--- src/rtl/l1_mem_router.sv ---
// Address router behind the L1 arbiter: steers one master stream to RAM (s0), IO (s1) or an
// internal error responder, keeping read responses in request order.
module l1_mem_router #(
   parameter logic [31:0] S0_BASE        = 32'h0000_0000,
   parameter logic [31:0] S0_MASK        = 32'hFFFF_0000,
   parameter logic [31:0] S1_BASE        = 32'h8000_0000,
   parameter logic [31:0] S1_MASK        = 32'hFFFF_F000,
   parameter int          MAX_OUTST      = 4,
   parameter logic [31:0] UNMAPPED_RDATA = 32'hDEAD_BEEF
) (
   input  logic        clk_i,
   input  logic        rst_i,
   // upstream master
   input  logic        i_m_req,
   input  logic        i_m_we,
   input  logic [31:0] i_m_addr,
   input  logic [3:0]  i_m_be,
   input  logic [31:0] i_m_wdata,
   output logic        o_m_ack,
   output logic        o_m_resp,
   output logic [31:0] o_m_rdata,
   // RAM slave
   output logic        o_s0_req,
   output logic        o_s0_we,
   output logic [31:0] o_s0_addr,
   output logic [3:0]  o_s0_be,
   output logic [31:0] o_s0_wdata,
   input  logic        i_s0_ack,
   input  logic        i_s0_resp,
   input  logic [31:0] i_s0_rdata,
   // IO slave
   output logic        o_s1_req,
   output logic        o_s1_we,
   output logic [31:0] o_s1_addr,
   output logic [3:0]  o_s1_be,
   output logic [31:0] o_s1_wdata,
   input  logic        i_s1_ack,
   input  logic        i_s1_resp,
   input  logic [31:0] i_s1_rdata
);

   typedef enum logic [1:0] {
      TGT_S0  = 2'd0,
      TGT_S1  = 2'd1,
      TGT_ERR = 2'd2
   } tgt_t;

   localparam logic [3:0] MAX_CNT = 4'(MAX_OUTST);

   tgt_t       r_tgt, w_tgt_next, w_sel;
   logic [3:0] r_cnt, w_cnt_next;
   logic       r_err_resp, w_err_resp_next;
   logic       w_fwd, w_go, w_rd_acc, w_rsp;

   // S0 has priority when both windows match.
   always_comb begin
      w_sel = TGT_ERR;
      if ((i_m_addr & S0_MASK) == S0_BASE)
         w_sel = TGT_S0;
      else if ((i_m_addr & S1_MASK) == S1_BASE)
         w_sel = TGT_S1;
   end

   assign w_fwd = (r_cnt == 4'd0) || ((w_sel == r_tgt) && (i_m_we || (r_cnt < MAX_CNT)));
   assign w_go  = rst_i && i_m_req && w_fwd;

   always_comb begin
      o_m_ack    = 1'b0;
      o_s0_req   = 1'b0;
      o_s0_we    = 1'b0;
      o_s0_addr  = '0;
      o_s0_be    = '0;
      o_s0_wdata = '0;
      o_s1_req   = 1'b0;
      o_s1_we    = 1'b0;
      o_s1_addr  = '0;
      o_s1_be    = '0;
      o_s1_wdata = '0;
      if (w_go) begin
         case (w_sel)
            TGT_S0: begin
               o_s0_req   = 1'b1;
               o_s0_we    = i_m_we;
               o_s0_addr  = i_m_addr;
               o_s0_be    = i_m_be;
               o_s0_wdata = i_m_wdata;
               o_m_ack    = i_s0_ack;
            end
            TGT_S1: begin
               o_s1_req   = 1'b1;
               o_s1_we    = i_m_we;
               o_s1_addr  = i_m_addr;
               o_s1_be    = i_m_be;
               o_s1_wdata = i_m_wdata;
               o_m_ack    = i_s1_ack;
            end
            default: o_m_ack = 1'b1;
         endcase
      end
   end

   always_comb begin
      o_m_resp  = 1'b0;
      o_m_rdata = '0;
      if (rst_i && (r_cnt != 4'd0)) begin
         case (r_tgt)
            TGT_S0: begin
               o_m_resp  = i_s0_resp;
               o_m_rdata = i_s0_rdata;
            end
            TGT_S1: begin
               o_m_resp  = i_s1_resp;
               o_m_rdata = i_s1_rdata;
            end
            default: begin
               o_m_resp  = r_err_resp;
               o_m_rdata = UNMAPPED_RDATA;
            end
         endcase
      end
   end

   assign w_rd_acc = i_m_req && !i_m_we && o_m_ack;
   assign w_rsp    = o_m_resp;

   always_comb begin
      w_tgt_next      = r_tgt;
      w_cnt_next      = r_cnt;
      w_err_resp_next = w_rd_acc && (w_sel == TGT_ERR);
      if (w_rd_acc)
         w_tgt_next = w_sel;
      if (w_rd_acc && !w_rsp)
         w_cnt_next = r_cnt + 4'd1;
      else if (w_rsp && !w_rd_acc)
         w_cnt_next = r_cnt - 4'd1;
   end

   always_ff @(posedge clk_i or negedge rst_i) begin
      if (!rst_i) begin
         r_tgt      <= TGT_S0;
         r_cnt      <= 4'd0;
         r_err_resp <= 1'b0;
      end else begin
         r_tgt      <= w_tgt_next;
         r_cnt      <= w_cnt_next;
         r_err_resp <= w_err_resp_next;
      end
   end

   // A slave answering while reads are owed to the other target is a protocol error.
   a_s0_stray: assert property (@(posedge clk_i) disable iff (!rst_i)
      !(i_s0_resp && (r_cnt != 4'd0) && (r_tgt != TGT_S0)));
   a_s1_stray: assert property (@(posedge clk_i) disable iff (!rst_i)
      !(i_s1_resp && (r_cnt != 4'd0) && (r_tgt != TGT_S1)));
   a_no_underflow: assert property (@(posedge clk_i) disable iff (!rst_i)
      !(w_rsp && (r_cnt == 4'd0)));
   a_cnt_bound: assert property (@(posedge clk_i) disable iff (!rst_i)
      r_cnt <= MAX_CNT);

endmodule

--- config.mk ---
export PLATFORM = sky130hd
export DESIGN_NAME = l1_mem_router
export DESIGN_NICKNAME = d
export VERILOG_FILES = /design/src/rtl/l1_mem_router.sv
export SDC_FILE = /design/constraint.sdc
export NUM_CORES = 1
export LEC_CHECK = 0
export ABC_CLOCK_PERIOD_IN_PS = 8300
export BUFFER_PORTS_ARGS = -buffer_cell sky130_fd_sc_hd__buf_2
export CELL_PAD_IN_SITES_DETAIL_PLACEMENT = 0
export CELL_PAD_IN_SITES_GLOBAL_PLACEMENT = 1
export CORE_AREA = 4 4 119 121
export DETAILED_ROUTE_END_ITERATION = 16
export DIE_AREA = 0 0 123 125
export PLACE_DENSITY_LB_ADDON = 0.08
export SLEW_MARGIN = 20
export SYNTH_ARGS = -nofsm -noshare
export SYNTH_HDL_FRONTEND = slang
export SYNTH_SLANG_ARGS = --single-unit
--- constraint.sdc ---
create_clock -name clk_i -period 8.3 [get_ports clk_i]
set_clock_uncertainty 0.2 [all_clocks]
set_input_delay 1.66 -clock clk_i [delete_from_list [all_inputs] [get_ports clk_i]]
set_output_delay 1.66 -clock clk_i [all_outputs]
set_load 0.03 [all_outputs]
# ---- Word level (Yosys, flattened, before mapping)
# Cells that the tools add are included.
# W data, S select, Z words.
dict set report totals {
  output_inout_bits 174
  word_cells 61
  ff_bits 7
  inputBits 140
}
dict set report op_classes {
  order_cmp 1
  eq_ne 5
  n_addsub 2
  reduce_logical 20
  n_mux 30
}
# cell count
set ops {}
lappend ops {{$mux W32} 9}
lappend ops {{$pmux W32 S2} 1}
lappend ops {{$logic_not A32 Y1} 1}
lappend ops {{$mux W4} 6}
lappend ops {{$eq A20 B20 Y1 const B} 1}
lappend ops {{$mux W1} 10}
lappend ops {{$logic_and A1 B1 Y1} 9}
lappend ops {{$add A4 B1 Y4 const B} 1}
lappend ops {{$eq A2 B1 Y1 const B} 2}
lappend ops {{$logic_not A2 Y1} 2}
lappend ops {{$logic_not A4 Y1} 1}
lappend ops {{$lt A4 B3 Y1 const B} 1}
lappend ops {{$mux W2} 2}
lappend ops {{$pmux W1 S2} 2}
lappend ops {{$reduce_bool A4 Y1} 1}
lappend ops {{$sub A4 B1 Y4 const B} 1}
lappend ops {{$logic_not A1 Y1} 3}
lappend ops {{$eq A2 B2 Y1} 1}
lappend ops {{$eq A2 B2 Y1 const B} 1}
lappend ops {{$logic_or A1 B1 Y1} 2}
lappend ops {{$reduce_bool A2 Y1} 1}

# ---- Logic depth before layout (Yosys ltp)
# Gate-level depths: netlist of the first run.
dict set report logic_depth {
  word_depth 13
  ltp_mapped 13
  depth_no_buf 13
}

# ---- Least setup slack after synthesis of the first run
# OpenSTA, ideal clock, no wires.
dict set report synth_timing {
  path_type {in2out}
  startpoint {input port i_m_addr[19]}
  endpoint {output port o_s1_addr[0]}
  required_ns 6.440
  n_path_buf 1
  slack_ns 2.929
  t_arrival_ns 3.511
  cell_stages 4
  path_cell_list {nor4_1 > nand4_1 > clkbuf_1 > nor4_1}
}
dict set report synth_via {
  elab_chain_cells 8
  elab_cells_between_ends 11
  cone_classes {eq/ne: 3; mux: 4; reduce/logical: 4}
}
# element line
set synth_rtl {}
lappend synth_rtl {{start: declaration} 16} ;# input logic [31:0] i_m_addr,
lappend synth_rtl {{$eq A20 B20 Y1} 60} ;# else if ((i_m_addr & S1_MASK) == S1_BASE)
lappend synth_rtl {{$mux W2} 60}
lappend synth_rtl {{$mux W2 (*)} 58} ;# if ((i_m_addr & S0_MASK) == S0_BASE)
lappend synth_rtl {{$eq A2 B2 Y1} 64} ;# assign w_fwd = (r_cnt == 4'd0) || ((w_sel == r_tgt) && (i_m_we || (r_cnt < MAX_CNT)));
lappend synth_rtl {{$logic_and A1 B1 Y1} 64}
lappend synth_rtl {{$logic_or A1 B1 Y1} 64}
lappend synth_rtl {{$logic_and A1 B1 Y1} 65} ;# assign w_go = rst_i && i_m_req && w_fwd;
lappend synth_rtl {{$mux W32 (*)} 79} ;# if (w_go) begin
lappend synth_rtl {{end: declaration} 34} ;# output logic [31:0] o_s1_addr,
# Mark *: on every way between the ends. The rest lies on a longest branch, timed or not.

# ---- Worst setup path after layout of the first run
dict set report layout_timing {
  startpoint {input port rst_i}
  endpoint {output port o_s1_wdata[5]}
}
dict set report layout_via {
  elab_chain_cells 3
}
# element line
set layout_rtl {}
lappend layout_rtl {{start: declaration} 12} ;# input logic rst_i,
lappend layout_rtl {{$logic_and A1 B1 Y1 (2 in series)} 65}
lappend layout_rtl {{$mux W32} 79}
lappend layout_rtl {{end: declaration} 36} ;# output logic [31:0] o_s1_wdata,
# No other way between the ends.

==> metrics.yaml, run 1 <==
die:
  die-area_mm2: 0.01538
  die_x_um: 123
  fp-row-count: 42
  core_area_mm2: 0.01309
  io_pins: 314
  initial_utilization_pct: 17.62
  chipHeight_um: 125
synthesis:
  synth_simple_gate_area_share_pct: 42.11
  ys.warnings.count: 0
  synthMuxAreaShare_pct: 15.30
  ys_top_cells_by_area: "mux2i_1 (14%), nor4_1 (12%), buf_4 (11%)"
  synth-main-ff-cell: "dfrtp_1"
  synth_commonest_cells: "nor2_1 (63), nand2_1 (53), nor4_1 (43), buf_4 (35), mux2i_1 (33)"
  synth_area_per_cell_um2: 6.353
  synth_top_area_share_pct: 14.32
  synth_cell_types: 39
  synth_xor_area_share_pct: 1.519
  ys_ff_latch: 7
  synth_compound_gate_area_share_pct: 10.53
  synth-edff-count: 0
  synth_top_family_by_area: "simple AND/OR/NAND/NOR gates"
  synth_async_sr_flop_share_pct: 100.0
  synth.most_common_cell: "nor2_1"
  yosys.area_share.adder_pct: 2.496
  ys_seq_area_share_pct: 7.596
  syn-instance-count: 363
  syn_area_mm2: 0.002306
  synth_top_area_cell: "mux2i_1"
detailed_routing:
  firstDrtPassIters: 4
  vias: 3459
  routed_wl_um: 12300
  drc_errors: 0
  wl_per_cell_um: 15.61
  viasPerCell: 4.390
  drtAntennaViolNets: 0
  drt-initial-drc-count: 139
worst_setup_path:
  start_kind: "input pin"
  cp_max_fo: 50
  arrival_ps: 3780
  ff2ff_path_depth: 12
  r2r-end: "r_cnt[3]"
  crit_path_start: "rst_i"
  r2r_slack_ps: 4750
  end_kind: "primary output"
  critical_path_class: "input pin to primary output"
  crit_end: "o_s1_wdata[5]"
  r2r_start: "r_tgt[1]"
  cp_data_required_time_ps: 6440
status:
  status: "complete, no violations"
timing:
  worst_pin_slew_ps: 1073
  slew_viol_final: 0
  finalCritPeriodShare_pct: 68.01
  fin_hold_ws_ps: 321.8
  setup_violations: 0
  max_freq_mhz: 177.2
  min_period_ps: 5645
  rsz0062_at_grt: "no"
  hold_violations: 0
  fin_setup_tns_ps: 0
  relSlewSlack_pct: 28.49
global_route:
  grt_pass1_wl_um: 17730
  grt.total_usage_pct: 14.16
  grt_pass1_vias: 3286
  antenna_found_initial: 1
  grt_max_degree: 55
  grt_overflow: 0
clocking:
  cts_resized: 0
  cts_hold_buf: 0
  clk_latency_ps: 230
  clock_path_buffers: 2
  cts_inserted_buffers: 3
  cts_root_buffer: "clkbuf_16"
  htreeDepth: 1
  cts.reportedPaths.clkPinSlew_ps: 40
  cts_num_sinks: 7
  cts_setup_buffers: 0
  cts_tree: "built"
run:
  drv_cap: 0
hold_path:
  hold_depth: 1
  hp-class: "register to register"
power:
  vdd_drop_max_v: 0.00006491
  p_per_area_mw_per_mm2: 113.4
  p_leak_nw: 1.967
finish:
  area.growth.synth_to_final_pct: 61.91
  final_util_pct: 28.53
  layout-drive-gt1-share_pct: 49.59
  n_fill_cell: 1520
  nets: 756
placement:
  hpwl_um: 9554
  gp_congestion: 0.7362
  io_buffers: 278
==> registers in the layout (all words and copies together) (netlist names) <==
name and count:
r_cnt 4, r_tgt 2, r_err_resp 1
==> worst min-delay path by stage <==
stage          startpoint        to  slack [ps]
2_1_floorplan    r_cnt[3]  r_cnt[3]         290
3_3_place_gp     r_cnt[3]  r_cnt[3]         310
3_5_place_dp     r_cnt[3]  r_cnt[3]         320
4_1_cts          r_cnt[3]  r_cnt[3]         330
5_1_grt          r_cnt[3]  r_cnt[3]         360
6_report         r_cnt[3]  r_cnt[3]         320
==> placed cells by master (no fill, tap or decap), drive strengths merged <==
| cell | netlist | layout |
|---|---|---|
| a211oi | 2 | 2 |
| a21o | 2 | 2 |
| a21oi | 25 | 25 |
| a221oi | 1 | 1 |
| a31oi | 1 | 1 |
| and2 | 3 | 3 |
| and3 | 1 | 1 |
| and4 | 1 | 1 |
| buf | 47 | 280 |
| clkbuf | 23 | 4 |
| clkinv | 1 | 1 |
| conb | 1 | 35 |
| dfrtp | 7 | 7 |
| diode | 0 | 1 |
| fa | 1 | 1 |
| ha | 3 | 3 |
| inv | 10 | 10 |
| mux2 | 2 | 2 |
| mux2i | 33 | 33 |
| nand2 | 53 | 53 |
| nand3 | 2 | 2 |
| nand4 | 1 | 1 |
| nor2 | 63 | 63 |
| nor3 | 9 | 9 |
| nor4 | 55 | 55 |
| nor4bb | 1 | 1 |
| o211ai | 2 | 2 |
| o21a | 1 | 1 |
| o21ai | 5 | 5 |
| o21ba | 1 | 1 |
| o31a | 1 | 1 |
| or4 | 1 | 1 |
| xnor2 | 3 | 3 |
| xor2 | 1 | 1 |
==> layer usage <==
metal,wire length [um],track usage [%]
met5,0,0
met4,150,1.954
met3,1292,3.884
met2,6530,27.92
met1,4329,14.98
==> through the flow <==
step	instance area [um^2]	setup WS [ps]	instances	total power (W)
floorplan	2434	2929	397	0.0002755
global placement	3640	2421	783	0.0003399
detailed placement	3652	2592	783	0.0003447
CTS	3731	2585	787	0.0004285
global route	3734	2474	788	0.0004566
finish	3734	2655	788	0.0004235
==> worst max-delay path, cell delays in order <==
cell and delay, ps:
buf_2 240, and2_2 850, nand2_1 210, nor4_1 500, buf_2 290
==> layout make-up <==
type	instances	area, um^2	area share (%)
Multi-Input combinational cell	309	1808	48.42
Timing Repair Buffer	280	1406	37.67
Tap cell	176	220.2	5.898
Sequential cell	7	176.4	4.725
Clock buffer	4	78.83	2.111
Inverter	11	41.29	1.106
Antenna cell	1	2.502	0.06702
==> cells by family after synthesis <==
family | Yosys count
AO/OA/AOI/OAI | 41
XOR/XNOR | 4
adder cells (fa/ha/maj) | 4
buffers and inverters | 81
flip-flops | 7
multiplexers | 35
other | 1
AND/OR/NAND/NOR | 190
==> where the power goes <==
part | total (W) | internal [W] | switching [W]
Clock | 0.0000811 | 0.0000638 | 0.0000173
Sequential | 0.0000601 | 0.0000448 | 0.0000153
Combinational | 0.000282 | 0.0000895 | 0.000193
(Power assumes the default switching activity.)
==> run 2, diff against run 1 <==
Settings changed: ABC_AREA set to 1, ABC_CLOCK_PERIOD_IN_PS 8300 to 4800, CORE_AREA 4 4 119 121 to unset, CORE_MARGIN set to 4, CORE_UTILIZATION set to 15, DIE_AREA 0 0 123 125 to unset.
Clock period 8.3 ns to 4.8 ns, I/O delays scaled along.
==> metrics.yaml, run 2 <==
status:
  status: "complete, no violations"  # unchanged
timing:
  relSlewSlack_pct: 48.58  # was 28.49%
  setup_slack_ps: 592.1  # was 2655 ps
  min_period_ps: 4208
  slew_viol_final: 0  # unchanged
  setup_violations: 0  # unchanged
  max_freq_mhz: 237.6
  hold_violations: 0  # unchanged
  worst_pin_slew_ps: 770.5  # was 1073 ps
  finalCritPeriodShare_pct: 87.66
  fin_setup_tns_ps: 0  # unchanged
  rsz0062_at_grt: "no"  # unchanged
synthesis:
  synth_async_sr_flop_share_pct: 100.0  # unchanged
  ys_top_cells_by_area: "nor2_1 (22%), inv_1 (13%), buf_4 (13%)"  # was mux2i_1 (14%), nor4_1 (12%), buf_4 (11%)
  synth_commonest_cells: "nor2_1 (120), inv_1 (75), nand2_1 (41), buf_4 (35), nor2_2 (30)"  # was nor2_1 (63), nand2_1 (53), nor4_1 (43), buf_4 (35), mux2i_1 (33)
  syn_area_mm2: 0.002095  # was 0.002306 mm^2
  synth-main-ff-cell: "dfrtp_1"  # unchanged
  synth_top_area_share_pct: 21.51  # was 14.32%
  synth-edff-count: 0  # unchanged
  synth_top_area_cell: "nor2_1"  # was mux2i_1
  synth.most_common_cell: "nor2_1"  # unchanged
  ys_seq_area_share_pct: 8.363  # was 7.596%
  ys_ff_latch: 7  # unchanged
  ys.warnings.count: 0  # unchanged
  synth_area_per_cell_um2: 5.384  # was 6.353 um^2
  syn-instance-count: 389  # was 363
  synth_cell_types: 27  # was 39
placement:
  hpwl_um: 9738  # was 9554 um
  post_dp_cell_area_mm2: 0.003455  # was 0.003652 mm^2
  io_buffers: 278  # unchanged
  dp_slack_ps: 530.0  # was 2592 ps
  gp_congestion: 0.8415  # was 0.7362
detailed_routing:
  drc_errors: 0  # unchanged
  vias: 3140  # was 3,459
  viasPerCell: 3.774  # was 4.390
  firstDrtPassIters: 4  # unchanged
  drt-initial-drc-count: 94  # was 139
  routed_wl_um: 11360  # was 12,300 um
  drtAntennaViolNets: 0  # unchanged
  wl_per_cell_um: 13.65  # was 15.61 um
hold_path:
  min-delay-start: "r_cnt[3]"  # unchanged
  min_to: "r_cnt[3]"  # unchanged
  hold_depth: 1  # unchanged
  hp-class: "register to register"  # unchanged
global_route:
  grt_overflow: 0  # unchanged
  grt_pass1_vias: 2828  # was 3,286
  grt_max_degree: 55  # unchanged
  grt.total_usage_pct: 12.48  # was 14.16%
  grt_pass1_wl_um: 16030  # was 17,730 um
  antenna_found_initial: 1  # unchanged
clocking:
  cts.reportedPaths.clkPinSlew_ps: 40  # about the same
  cts_num_sinks: 7  # unchanged
  cts_resized: 0  # unchanged
  cts_hold_buf: 0  # unchanged
  cts_root_buffer: "clkbuf_16"  # unchanged
  clock_path_buffers: 2  # unchanged
  cts_setup_buffers: 0  # unchanged
  cts_inserted_buffers: 3  # unchanged
  htreeDepth: 1  # unchanged
  cts_tree: "built"  # unchanged
  clk_latency_ps: 230  # about the same
die:
  die_x_um: 126.2  # was 123 um
  initial_utilization_pct: 15.57  # was 17.62%
  die-area_mm2: 0.01592  # was 0.01538 mm^2
  chipHeight_um: 126.2  # was 125 um
  core_area_mm2: 0.01345  # was 0.01309 mm^2
  io_pins: 314  # unchanged
  fp-row-count: 42  # unchanged
finish:
  final_util_pct: 26.26  # was 28.53%
  layout_commonest_cell: "buf_2"  # unchanged
  regMostFlops: "r_cnt"  # unchanged
  final_cell_mix: "buf_2 (278), nor2_1 (120), inv_1 (75)"  # was buf_2 (278), nor2_1 (63), nand2_1 (52)
  largest_reg_flops: 4  # unchanged
  layout-drive-gt1-share_pct: 48.32  # was 49.59%
  nets: 801  # was 756
  final_design_area_no_fill_mm2: 0.003533  # was 0.003734 mm^2
  area.growth.synth_to_final_pct: 68.70  # was 61.91%
  n_antenna_cell: 0  # was 1
  reg_top3: "r_cnt (4), r_tgt (2), r_err_resp (1)"  # unchanged
run:
  drv_cap: 0  # unchanged
worst_setup_path:
  start_kind: "input pin"  # unchanged
  critical_path_class: "input pin to primary output"  # unchanged
  cp_max_fo: 51  # was 50
  r2r_slack_ps: 1700  # was 4750 ps
  cp_data_required_time_ps: 3640  # was 6440 ps
  end_kind: "primary output"  # unchanged
  arrival_ps: 3050  # was 3780 ps
  r2r_start: "r_cnt[0]"  # was r_tgt[1]
  r2r-end: "r_cnt[3]"  # unchanged
  ff2ff_path_depth: 14  # was 12
power:
  vdd_drop_max_v: 0.0002925  # was 0.00006491 V
  p_per_area_mw_per_mm2: 250.1  # was 113.4 mW/mm^2
  p_leak_nw: 2.517  # was 1.967 nW
run 2: changes by cell type in the layout (fill, tap and decap cells not counted), moves of 3 or more:
cell / change
inv_1: +65
nor2_1: +57
nor4_1: -42
mux2i_1: -33
nor2_2: +30
o22ai_1: +24
a21oi_1: -15
nor4_2: -12
nand2_1: -11
nor3_1: -9
nand3_1: +4
nand4_1: +3
run 2: layout make-up:
cell class / count / area [um^2]
Timing Repair Buffer: 281 / 1414
Sequential cell: 7 / 175.2
Inverter: 75 / 281.5
Clock buffer: 4 / 78.83
Fill cell: 1587 / 9920
Tap cell: 176 / 220.2
Multi-Input combinational cell: 289 / 1364
run 2: worst max-delay path, stage by stage:
cell	delay, ps
buf_2	110
nor2_1	190
nand2_1	90
nor2_1	100
nand3_1	120
nand2_1	130
nand2_1	60
nand2_1	70
nor2_1	50
nor2_2	180
nor2_8	70
nand2_4	520
nor2_1	140
buf_2	220
run 2: worst max path at each step:
| stage | from | end | slack (ps) |
|---|---|---|---|
| 2_1_floorplan | i_m_addr[22] | o_s1_addr[3] | 1130 |
| 3_3_place_gp | i_m_addr[22] | o_s1_wdata[31] | 560 |
| 3_5_place_dp | i_m_addr[12] | o_s1_wdata[27] | 530 |
| 4_1_cts | i_m_addr[12] | o_s1_wdata[27] | 520 |
| 5_1_grt | i_m_addr[22] | o_s1_wdata[27] | 270 |
| 6_report | i_m_addr[12] | o_s1_wdata[27] | 590 |
run 2: power breakdown:
group          switching [W]  internal (W)
registers          0.0000310     0.0000811
clock network      0.0000318      0.000111
logic               0.000429      0.000201
run 2: through the flow:
step | cells | total power [W] | hold WS, ps
global route | 832 | 0.0009573 | 313.9
finish | 832 | 0.0008837 | 293.4
floorplan | 423 | 0.0005660 | 259.5
CTS | 832 | 0.0008995 | 294.8
global placement | 828 | 0.0007510 | 279.2
detailed placement | 828 | 0.0007486 | 290.0
run 2: kinds of logic (layout without fill, tap and decap cells):
| logic type | Yosys count | after routing | share of synthesized area, % |
|---|---|---|---|
| AOI/OAI and AO/OA | 41 | 41 | 11.71 |
| xor gates and xnor gates | 3 | 3 | 1.255 |
| adders and majority gates | 4 | 4 | 2.748 |
| buffers and inverters | 127 | 360 | 32.62 |
| DFF | 7 | 7 | 8.363 |
| other | 1 | 35 | 0.1790 |
| and+or+nand+nor | 206 | 206 | 43.13 |
run 2: layer usage:
metal  track usage [%]  routed length (um)  vias up
met5                 0                   7        -
met4            0.7571                  33        2
met3             2.498                 822        6
met1             13.01                3895     1358
met2             26.29                6597      145
li1                  -                   -     1629
==> run 3, diff against run 2 <==
Settings changed: CORE_AREA set to 2 2 122 124, CORE_MARGIN 4 to unset, CORE_UTILIZATION 15 to unset, DIE_AREA set to 0 0 124 126.
==> metrics.yaml, run 3 (synthesis results as in run 2) <==
global_route:
  grt_overflow: 0  # unchanged
  antenna_found_initial: 0  # was 1
  grt_pass1_vias: 3041  # was 2,828
  grt.total_usage_pct: 12.74  # was 12.48%
  grt_max_degree: 55  # unchanged
  grt_pass1_wl_um: 15650  # was 16,030 um
timing:
  rsz0062_at_grt: "no"  # unchanged
  hold_violations: 0  # unchanged
  finalCritPeriodShare_pct: 89.32  # was 87.66%
  setup_slack_ps: 512.8  # was 592.1 ps
  max_freq_mhz: 233.3  # was 237.6 MHz
  min_period_ps: 4287  # was 4208 ps
  relSlewSlack_pct: 47.80  # was 48.58%
  setup_violations: 0  # unchanged
  fin_hold_ws_ps: 296.2  # was 293.4 ps
  worst_pin_slew_ps: 782.1  # was 770.5 ps
  slew_viol_final: 0  # unchanged
  fin_setup_tns_ps: 0  # unchanged
clocking:
  htreeDepth: 1  # unchanged
  cts_root_buffer: "clkbuf_16"  # unchanged
  cts_resized: 0  # unchanged
  cts_setup_buffers: 0  # unchanged
  cts.reportedPaths.clkPinSlew_ps: 30  # was 40 ps
  cts_inserted_buffers: 3  # unchanged
  clock_path_buffers: 2  # unchanged
  cts_tree: "built"  # unchanged
  cts_num_sinks: 7  # unchanged
  clk_latency_ps: 230  # about the same
  cts_hold_buf: 0  # unchanged
finish:
  final_util_pct: 24.65  # was 26.26%
  layout_commonest_cell: "buf_2"  # unchanged
  regMostFlops: "r_cnt"  # unchanged
  layout-drive-gt1-share_pct: 48.17  # was 48.32%
  nets: 799  # was 801
  final_cell_mix: "buf_2 (278), nor2_1 (120), inv_1 (75)"  # unchanged
  n_antenna_cell: 0  # unchanged
  area.growth.synth_to_final_pct: 68.46  # was 68.70%
  reg_top3: "r_cnt (4), r_tgt (2), r_err_resp (1)"  # unchanged
  largest_reg_flops: 4  # unchanged
worst_setup_path:
  path_buf_inv: 3  # was 2
  cp_data_required_time_ps: 3640  # about the same
  start_kind: "input pin"  # unchanged
  end_kind: "primary output"  # unchanged
  critical_path_class: "input pin to primary output"  # unchanged
  path_common_cell: "nor2_1"
  cp_top_family: "simple AND/OR/NAND/NOR gates"  # unchanged
  cp_max_fo: 51  # unchanged
  slowest_stage: "nand2_4"  # unchanged
  max_stage_delay_ps: 360  # was 520 ps
  arrival_ps: 3130  # was 3050 ps
  crit_chain: "buf_2, nor2_2, inv_1, nor2_1, nand3_1, nand3b_1, nand2_1, nor2_1, nor2_2, nor2_8, nand2_4, nor2_1, buf_2"  # was buf_2, nor2_1, nand2_1, nor2_1, nand3_1, nand2_1, nand2_1, nand2_1, nor2_1, nor2_2, nor2_8, nand2_4, nor2_1, buf_2
detailed_routing:
  drt-initial-drc-count: 92  # was 94
  viasPerCell: 3.784  # was 3.774
  vias: 3171  # was 3,140
  firstDrtPassIters: 4  # unchanged
  wl_per_cell_um: 12.97  # was 13.65 um
  routed_wl_um: 10870  # was 11,360 um
  drtAntennaViolNets: 0  # unchanged
  drc_errors: 0  # unchanged
run:
  drv_cap: 0  # unchanged
die:
  chipHeight_um: 126  # was 126.2 um
  io_pins: 314  # unchanged
  core_area_mm2: 0.01431  # was 0.01345 mm^2
  initial_utilization_pct: 14.63  # was 15.57%
  die_x_um: 124  # was 126.2 um
  fp-row-count: 44  # was 42
  die-area_mm2: 0.01562  # was 0.01592 mm^2
placement:
  gp_congestion: 0.7642  # was 0.8415
  dp_slack_ps: 432.3  # was 530.0 ps
  io_buffers: 278  # unchanged
  hpwl_um: 9253  # was 9738 um
power:
  p_leak_nw: 2.507  # was 2.517 nW
  p_per_area_mw_per_mm2: 249.3  # was 250.1 mW/mm^2
  vdd_drop_max_v: 0.0002194  # was 0.0002925 V
status:
  status: "complete, no violations"  # unchanged
hold_path:
  hp-class: "register to register"  # unchanged
run 3: cell types whose count changed in the layout (fill, tap and decap cells not counted):
cell / before / now
buf_4: 3 / 1
run 3: worst paths after layout:
path | from | to | slack (ps) | cells after the start
max in group asynchronous | rst_i | r_tgt[0] | 3850 | 1
worst min-delay path | r_cnt[3] | r_cnt[3] | 300 | 1
worst max register to register | r_cnt[0] | r_cnt[3] | 1520 | 15
worst max-delay path | i_m_addr[28] | o_s1_wdata[23] | 510 | 13
worst min register to register | r_cnt[3] | r_cnt[3] | 300 | 1
min in group asynchronous | rst_i | r_err_resp | 370 | 1
run 3: through the flow:
step           std cells  cell area (um^2)  total power (W)
5_1_grt              838              3528        0.0009594
4_1_cts              838              3528        0.0008934
6_report             838              3528        0.0008795
3_3_place_gp         834              3450        0.0007482
3_5_place_dp         834              3450        0.0007471
2_1_floorplan        423              2222        0.0005660
run 3: cell type report:
| class | instances | area (um^2) |
|---|---|---|
| fillers | 1701 | 10790 |
| repair buffers | 279 | 1399 |
| multi-input cells | 289 | 1364 |
| inverters | 75 | 281.5 |
| well taps | 184 | 230.2 |
| flip-flops and latches | 7 | 175.2 |
| clock buffers | 4 | 78.83 |
run 3: metal layers:
metal / vias up / share of wire, % / GRT usage, %
li1: 1622 / - / -
met1: 1382 / 33 / 12.52
met2: 155 / 57 / 26.83
met3: 12 / 8.6 / 2.355
met4: 0 / 1.3 / 2.181
met5: - / 0 / 0
run 3: where the power goes:
| group | total [W] | internal (W) | switching (W) |
|---|---|---|---|
| sequential | 0.000110 | 0.0000811 | 0.0000287 |
| clock | 0.000141 | 0.000110 | 0.0000310 |
| combinational | 0.000628 | 0.000197 | 0.000431 |
| total | 0.000879 | 0.000388 | 0.000491 |
